**src/rtl/ascii_uart_tx_if.sv**
```systemverilog
// Byte handshake from the character sequencer into the UART transmit stage.
interface ascii_uart_tx_if;
  logic [7:0] din;
  logic       din_valid;
  logic       din_ready;

  modport master (output din, output din_valid, input din_ready);
  modport slave  (input din, input din_valid, output din_ready);
endinterface

```
**src/rtl/ascii_uart_tx.sv**
```systemverilog
// Buffers ASCII bytes in a small FIFO and shifts each one out on tx as an 8N1 UART frame
// (start bit, 8 data bits LSB first, stop bit), CLKS_PER_BIT clocks per bit.
module ascii_uart_tx #(
  parameter int unsigned CLKS_PER_BIT = 16,
  parameter int unsigned FIFO_DEPTH   = 4
) (
  input  logic           clk,
  input  logic           reset,
  ascii_uart_tx_if.slave up,
  input  logic           overflow_clr,
  output logic           tx,
  output logic           busy,
  output logic           overflow
);
  localparam int unsigned PtrW  = $clog2(FIFO_DEPTH);
  localparam int unsigned CntW  = PtrW + 1;
  localparam int unsigned BaudW = $clog2(CLKS_PER_BIT);

  typedef enum logic [1:0] {StIdle, StStart, StData, StStop} state_e;

  state_e           state_q, state_d;
  logic [BaudW-1:0] baud_q, baud_d;
  logic [2:0]       bit_q, bit_d;
  logic [7:0]       shift_q, shift_d;
  logic             tx_q, tx_d;

  logic [7:0]       mem_q [FIFO_DEPTH];
  logic [PtrW-1:0]  wr_ptr_q, rd_ptr_q;
  logic [CntW-1:0]  count_q;
  logic             overflow_q;

  logic full, empty, push, pop, baud_tc;

  assign full    = (count_q == CntW'(FIFO_DEPTH));
  assign empty   = (count_q == '0);
  assign push    = up.din_valid && !full;
  assign baud_tc = (baud_q == BaudW'(CLKS_PER_BIT - 1));

  assign up.din_ready = !full;
  assign tx           = tx_q;
  assign busy         = (state_q != StIdle) || !empty;
  assign overflow     = overflow_q;

  // Fullness is judged on the pre-edge count, so a pop on the same edge does not rescue a write.
  always_ff @(posedge clk) begin
    if (reset) begin
      wr_ptr_q   <= '0;
      rd_ptr_q   <= '0;
      count_q    <= '0;
      overflow_q <= 1'b0;
    end else begin
      if (push) wr_ptr_q <= wr_ptr_q + PtrW'(1);
      if (pop)  rd_ptr_q <= rd_ptr_q + PtrW'(1);
      if (push && !pop) begin
        count_q <= count_q + CntW'(1);
      end else if (pop && !push) begin
        count_q <= count_q - CntW'(1);
      end
      if (up.din_valid && full) begin
        overflow_q <= 1'b1;
      end else if (overflow_clr) begin
        overflow_q <= 1'b0;
      end
    end
  end

  always_ff @(posedge clk) begin
    if (push) mem_q[wr_ptr_q] <= up.din;
  end

  always_ff @(posedge clk) begin
    if (reset) begin
      state_q <= StIdle;
      baud_q  <= '0;
      bit_q   <= '0;
      shift_q <= '0;
      tx_q    <= 1'b1;
    end else begin
      state_q <= state_d;
      baud_q  <= baud_d;
      bit_q   <= bit_d;
      shift_q <= shift_d;
      tx_q    <= tx_d;
    end
  end

  always_comb begin
    state_d = state_q;
    baud_d  = baud_q;
    bit_d   = bit_q;
    shift_d = shift_q;
    tx_d    = tx_q;
    pop     = 1'b0;
    unique case (state_q)
      StIdle: begin
        tx_d = 1'b1;
        if (!empty) begin
          pop     = 1'b1;
          shift_d = mem_q[rd_ptr_q];
          baud_d  = '0;
          tx_d    = 1'b0;
          state_d = StStart;
        end
      end
      StStart: begin
        if (baud_tc) begin
          baud_d  = '0;
          bit_d   = '0;
          tx_d    = shift_q[0];
          state_d = StData;
        end else begin
          baud_d = baud_q + BaudW'(1);
        end
      end
      StData: begin
        if (baud_tc) begin
          baud_d = '0;
          if (bit_q == 3'd7) begin
            tx_d    = 1'b1;
            state_d = StStop;
          end else begin
            shift_d = {1'b0, shift_q[7:1]};
            bit_d   = bit_q + 3'd1;
            tx_d    = shift_q[1];
          end
        end else begin
          baud_d = baud_q + BaudW'(1);
        end
      end
      StStop: begin
        if (baud_tc) begin
          baud_d = '0;
          // Chain straight into the next start bit so buffered bytes leave with no idle gap.
          if (!empty) begin
            pop     = 1'b1;
            shift_d = mem_q[rd_ptr_q];
            tx_d    = 1'b0;
            state_d = StStart;
          end else begin
            state_d = StIdle;
          end
        end else begin
          baud_d = baud_q + BaudW'(1);
        end
      end
      default: state_d = StIdle;
    endcase
  end
endmodule
```
**src/flat_wrapper.sv**
```systemverilog
// flat-port wrapper written by rule: the top's interface ports become plain ports
module ascii_uart_tx_flat 
#(
  parameter int unsigned CLKS_PER_BIT = 16,
  parameter int unsigned FIFO_DEPTH   = 4
)
  (clk, reset, overflow_clr, tx, busy, overflow, up_din, up_din_valid, up_din_ready);
  ascii_uart_tx_if up_i ();
  input  logic clk;
  input  logic reset;
  input  logic overflow_clr;
  output logic tx;
  output logic busy;
  output logic overflow;
  input wire logic [$bits(up_i.din)-1:0] up_din;
  input wire logic [$bits(up_i.din_valid)-1:0] up_din_valid;
  output wire logic [$bits(up_i.din_ready)-1:0] up_din_ready;
  assign up_i.din = up_din;
  assign up_i.din_valid = up_din_valid;
  assign up_din_ready = up_i.din_ready;
  ascii_uart_tx #(.CLKS_PER_BIT(CLKS_PER_BIT), .FIFO_DEPTH(FIFO_DEPTH)) u_core (.clk(clk), .reset(reset), .up(up_i), .overflow_clr(overflow_clr), .tx(tx), .busy(busy), .overflow(overflow));
endmodule
```
**config.mk**
```make
export PLATFORM = sky130hd
export DESIGN_NAME = ascii_uart_tx_flat
export DESIGN_NICKNAME = d
export VERILOG_FILES = /design/src/rtl/ascii_uart_tx_if.sv /design/src/rtl/ascii_uart_tx.sv /design/src/flat_wrapper.sv
export SDC_FILE = /design/constraint.sdc
export NUM_CORES = 1
export LEC_CHECK = 0
export CAP_MARGIN = 30
export CORE_ASPECT_RATIO = 0.8
export CORE_MARGIN = 2
export CORE_UTILIZATION = 25
export CTS_BUF_LIST = sky130_fd_sc_hd__clkbuf_16
export DETAILED_ROUTE_END_ITERATION = 8
export GPL_TIMING_DRIVEN = 0
export SYNTH_ARGS = -nofsm -noshare
export SYNTH_HDL_FRONTEND = slang
export SYNTH_SLANG_ARGS = --single-unit
```
**constraint.sdc**
```tcl
create_clock -name clk -period 2.8 [get_ports clk]
set_input_delay 0.56 -clock clk [delete_from_list [all_inputs] [get_ports clk]]
set_output_delay 0.56 -clock clk [all_outputs]
set_load 0.02 [all_outputs]
```
# ---- Yosys cells after proc, flatten, opt, wreduce, memory -nomap -nowiden
# Memories as Yosys holds them, arrays and structs flattened. A register that Yosys moved wholly into a read port is not among the register bits.
# Cells that the tools add are included.
dict set report word_totals {
  ff_bits 26
  latch_bits 0
  ram_bits 32
  rom_bits 0
  input_bits 12
  output_inout_bits 4
  wordCells 87
  n_memories 1
}
# name words word_bits rd rd_ports_with_merged_regs wr line_no
set mem_list {}
lappend mem_list {u_core.mem_q 4 8 1 1 1 ascii_uart_tx.sv:27} ;# logic [7:0] mem_q [FIFO_DEPTH];
dict set report op_classes {
  addsub 6
  n_mul 0
  n_div 0
  n_lt_le_gt_ge 0
  n_eq_ne 13
  n_shift 0
  mux 37
  bitwise_logic 0
  n_reduce_logical 21
}
# cell count
set op_table {}
lappend op_table {{$mux 8} 4}
lappend op_table {{$pmux 8 s3} 1}
lappend op_table {{$mux 3} 5}
lappend op_table {{$mux 2} 7}
lappend op_table {{$mux 1} 13}
lappend op_table {{$reduce_and 4->1} 3}
lappend op_table {{$mux 4} 2}
lappend op_table {{$ne 2x1->1 const B} 4}
lappend op_table {{$pmux 2 s4} 1}
lappend op_table {{$pmux 4 s2} 1}
lappend op_table {{$reduce_bool 2->1} 4}
lappend op_table {{$add 3x1->3 const B} 2}
lappend op_table {{$eq 3x3->1 const B} 2}
lappend op_table {{$ne 2x2->1 const B} 3}
lappend op_table {{$pmux 3 s2} 1}
lappend op_table {{$reduce_and 5->1} 1}
lappend op_table {{$add 2x1->2 const B} 2}
lappend op_table {{$add 4x1->4 const B} 1}
lappend op_table {{$eq 2x2->1 const B} 2}
lappend op_table {{$eq 4x4->1 const B} 1}
lappend op_table {{$logic_and 1x1->1} 4}
lappend op_table {{$logic_not 1->1} 4}
lappend op_table {{$pmux 1 s4} 1}
lappend op_table {{$logic_not 3->1} 1}
lappend op_table {{7 further kinds} 7}

# ---- Longest topological paths before layout
dict set report depth {
  ltp_word 7
  ltp_mapped 10
  ltp_nobuf 10
}

# ---- Worst setup path before layout
# No wires, ideal clock.
dict set report synth_timing {
  path_type {reg2reg}
  from {register u_core.baud_q[0]}
  to {register u_core.count_q[2]}
  setup_ns 0.070
  arrival_time_ns 2.194
  required_time_ns 2.730
  slack_ns 0.535
  path_stages_with_launch 10
  n_path_buf 0
  path_cell_list {dfxtp_1 > ha_1 > a41oi_1 > or3_1 > ha_1 > inv_1 > fa_1 > xor2_1 > or3_1 > a21oi_1}
}
dict set report synth_between {
  elab_chain_cells 6
  word_cells_on_any_way 8
}
# item line_no
set synth_lines {}
lappend synth_lines {{start, declared} ascii_uart_tx.sv:22} ;# logic [BaudW-1:0] baud_q, baud_d;
lappend synth_lines {{start signal, assigned} ascii_uart_tx.sv:80} ;# baud_q <= baud_d;
lappend synth_lines {{$eq 4x4->1 (*)} ascii_uart_tx.sv:37} ;# assign baud_tc = (baud_q == BaudW'(CLKS_PER_BIT - 1));
lappend synth_lines {{$mux 1 (*)} ascii_uart_tx.sv:131} ;# if (baud_tc) begin
lappend synth_lines {{$pmux 1 s2 (*)} ascii_uart_tx.sv:94} ;# unique case (state_q)
lappend synth_lines {{$logic_not 1->1} ascii_uart_tx.sv:54} ;# if (push && !pop) begin
lappend synth_lines {{$logic_and 1x1->1} ascii_uart_tx.sv:54}
lappend synth_lines {{$mux 3 / $reduce_bool 2->1 (equally long branches)} --}
lappend synth_lines {{end signal, assigned} ascii_uart_tx.sv:55} ;# count_q <= count_q + CntW'(1);
lappend synth_lines {{end signal, assigned} ascii_uart_tx.sv:57} ;# count_q <= count_q - CntW'(1);
lappend synth_lines {{end, declared} ascii_uart_tx.sv:29} ;# logic [CntW-1:0] count_q;
# Every way passes the cells marked *; elsewhere a longest branch is shown, timed or not.
# A chain may end at the register's enable or synchronous reset.

# ---- Worst setup path in the final report
dict set report layout_timing {
  from {register u_core.state_q[0]}
  to {output port busy}
}
dict set report layout_between {
  elab_chain_cells 2
}
# item line_no
set layout_lines {}
lappend layout_lines {{start, declared} ascii_uart_tx.sv:21} ;# state_e state_q, state_d;
lappend layout_lines {{start signal, assigned} ascii_uart_tx.sv:73} ;# state_q <= StIdle;
lappend layout_lines {{start signal, assigned} ascii_uart_tx.sv:79} ;# state_q <= state_d;
lappend layout_lines {{$reduce_bool 2->1} ascii_uart_tx.sv:41} ;# assign busy = (state_q != StIdle) || !empty;
lappend layout_lines {{$logic_or 1x1->1} ascii_uart_tx.sv:41}
lappend layout_lines {{end, declared} flat_wrapper.sv:13} ;# output logic busy;
# No other way between the ends.

==> impl_metrics.tcl <==
set metrics [dict create \
    outcome "finished clean" \
    power_leakage_nw 1.16 \
    detailedPlace.worstSlack_ps 2.18 \
    post-cts-setup-buffers 0 \
    grt_max_degree 13 \
    h-tree-depth 3 \
    cts-root-buf "clkbuf_16" \
    drv_cap 0 \
    synth_seq_cells 60 \
    rows 34 \
    ant_nets 0 \
    vias 1722 \
    ff2ff_path_depth 10 \
    grt_pass1_wl_um 8520 \
    tightest_slew_ps 615 \
    power_density_nw_per_um2 1030 \
    synth_area_um2 2750 \
    power_mw 3.46 \
    core-area_um2 10800 \
    rsz0062_at_grt "no" \
    synth_top_flop_cell "edfxtp_1" \
    synth_edf_count 32 \
    synth_nets 238 \
    cts_tree "done" \
    yosysSeqAreaShare 0.553 \
    layout-area-overhead-vs-synth_pct 22.9 \
    maxSlewHeadroom 0.589 \
    cts.repair.resized 0 \
    die_w_um 121 \
    grt_pass1_vias 1711 \
    nNetsFinal 264 \
    drt-wirelength-per-cell_um 13.2 \
    critPathMaxFanout 6 \
    die-area_um2 11900 \
    cp.required_ps 2240 \
    routed_wl_um 5090 \
    tns_ps 0 \
    port_buffers 14 \
    fmax_mhz 382 \
    cp-end-kind "output pin" \
    route.detailed.drc 0 \
    synthTopCellsByArea "edfxtp_1 35%, dfxtp_1 20%, mux4_2 6.6%, ha_1 5.9%, a21oi_1 3.1%" \
    yosys.area.top_type_share 0.350 \
    finClkSkew_ps 4.50 \
    netlist_top_cells_count "32 x edfxtp_1, 28 x dfxtp_1, 17 x a21oi_1" \
    cts_hold_buf 0 \
    final_util 0.313 \
    ios 16 \
    slowest_stage "clkdlybuf4s50_1" \
    holdWs_ps 460 \
    reg2reg_from "u_core.state_q[0]$_SDFFE_PP0P_" \
    fin_crit_sh 0.935 \
    yosysMostFrequentCell "edfxtp_1" \
    via_per_inst 4.45 \
    min_path_cells 2 \
    async_flop_share 0 \
    cp.arrival_ps 2060 \
    r2r_end "u_core.count_q[2]$_SDFFE_PP0P_" \
    place_congestion 0.735 \
    clk_latency_ps 320 \
    path_clk_slew_ps 50 \
    drt_iter0_drc 60 \
    setup_viol 0 \
    start_util 0.254 \
    die_y_um 97.8 \
    antenna_found_initial 0 \
    hp-start "u_core.bit_q[2]$_SDFFE_PP0P_" \
    yosysTopAreaCell "edfxtp_1" \
    crit_path_frequent_cell "inv_1" \
    min_path_type "reg -> reg" \
    num_antenna_cells 0 \
    cp-start-kind "flop" \
    setup.worst_path.class "reg -> out" \
    post_route_cells_drive_above_1_share 0.193 \
    ys_types 45 \
    syn_area_per_cell_um2 13.0 \
    cts.path.max_buffers 2 \
    hold_end "u_core.bit_q[2]$_SDFFE_PP0P_" \
    cp_slowest_stage_delay_ps 550 \
    syn_inst 212 \
    vdd_drop_max_mv 0.420 \
    hpwl_um 3490 \
    cts_buffers 9 \
    grt_remaining_overflow 0 \
    r2r_slack_ps 230 \
    fin_ws_ps 183 \
    min_period_ps 2620 \
    cp_top_family "buffers and inverters" \
    yosys_warnings 0 \
    cp_num_buf_inv 3 \
    firstDrtPassIters 4 \
    grt_use_total 0.0935 \
    hold_viol 0 \
    clock-sinks 60 \
    crit_chain "inv_1 -> ha_1 -> nor4b_4 -> inv_1 -> clkdlybuf4s50_1" \
    drv_slew 0 \
]
==> cell families (layout without fill, tap and decap cells) <==
logic type | after synthesis | in the layout | share of synthesized area
buf+inv | 17 | 48 | 0.0273
compound gates | 41 | 41 | 0.0997
simple gates | 57 | 57 | 0.132
fa+ha+maj | 14 | 14 | 0.0665
xor+xnor | 5 | 5 | 0.0159
mux | 18 | 18 | 0.105
flops | 60 | 60 | 0.553
==> worst reg2reg max path, cell delays in order (launching register included) <==
cell,delay [ps]
dfxtp_1,380
inv_1,120
ha_1,250
a41oi_1,260
or3_1,200
ha_1,200
inv_1,70
fa_1,430
xor2_1,160
or3_1,300
a21oi_1,130
==> layout make-up <==
| class | count | area (µm²) |
|---|---|---|
| Sequential cell | 60 | 1520 |
| Buffer | 10 | 48.8 |
| Fill cell | 1106 | 7430 |
| Clock buffer | 9 | 225 |
| Timing Repair Buffer | 15 | 148 |
| Tap cell | 144 | 180 |
| Clock inverter | 7 | 76.3 |
| Inverter | 7 | 26.3 |
| Multi-Input combinational cell | 135 | 1150 |
==> power breakdown <==
group | leakage (nW) | switching, mW | internal (mW)
Combinational | 0.493 | 0.614 | 0.564
Sequential | 0.522 | 0.0967 | 1.10
Clock | 0.142 | 0.401 | 0.692
Total | 1.16 | 1.11 | 2.35
==> placed cells by master, fill, tap and decap left out, types with 3 or more instances in the layout <==
master	count
nand3_1	10
ha_1	13
nand4_1	3
mux2_2	7
mux2i_1	3
buf_2	3
xor2_1	3
nor2_1	14
nand2_1	4
or3_1	3
clkbuf_1	4
nor3b_1	3
mux4_2	8
edfxtp_1	32
clkbuf_16	9
inv_1	7
o21ai_0	15
and2_1	4
a21oi_1	17
dfxtp_1	28
clkdlybuf4s50_1	14
==> routing by layer <==
metal | up-vias | wire, µm | global-route usage
li1 | 850 | - | -
met1 | 840 | 2470 | 0.120
met2 | 25 | 2330 | 0.144
met3 | 7 | 209 | 0.0310
met4 | 0 | 75 | 0.0398
met5 | - | 0 | 0
==> worst max-delay path by stage <==
stage,start,end,slack (ps),cells after the start
after CTS,u_core.state_q[0]$_SDFFE_PP0P_,busy,30,5
after detailed placement,up_din_valid,u_core.count_q[2]$_SDFFE_PP0P_,2,8
final,u_core.state_q[0]$_SDFFE_PP0P_,busy,180,5
after global routing,u_core.state_q[1]$_SDFFE_PP0P_,u_core.count_q[2]$_SDFFE_PP0P_,60,10
after global placement,up_din_valid,u_core.count_q[2]$_SDFFE_PP0P_,40,8
after floorplan,u_core.baud_q[0]$_SDFFE_PP0N_,u_core.count_q[2]$_SDFFE_PP0P_,540,9
==> registers in the layout, summed over array words and instances (netlist names), named ones only <==
register / flops
u_core.baud_q: 4
u_core.bit_q: 3
u_core.count_q: 3
u_core.mem_q: 32
u_core.overflow: 1
u_core.rd_ptr_q: 2
u_core.shift_q: 8
u_core.state_q: 2
u_core.tx: 1
u_core.wr_ptr_q: 2
==> metrics by stage <==
stage | cells | instance area [µm²]
2_1_floorplan | 212 | 2750
3_3_place_gp | 370 | 3070
3_5_place_dp | 370 | 3070
4_1_cts | 386 | 3370
5_1_grt | 387 | 3380
6_report | 387 | 3380
Note: power is estimated with default switching activity, not from simulation.
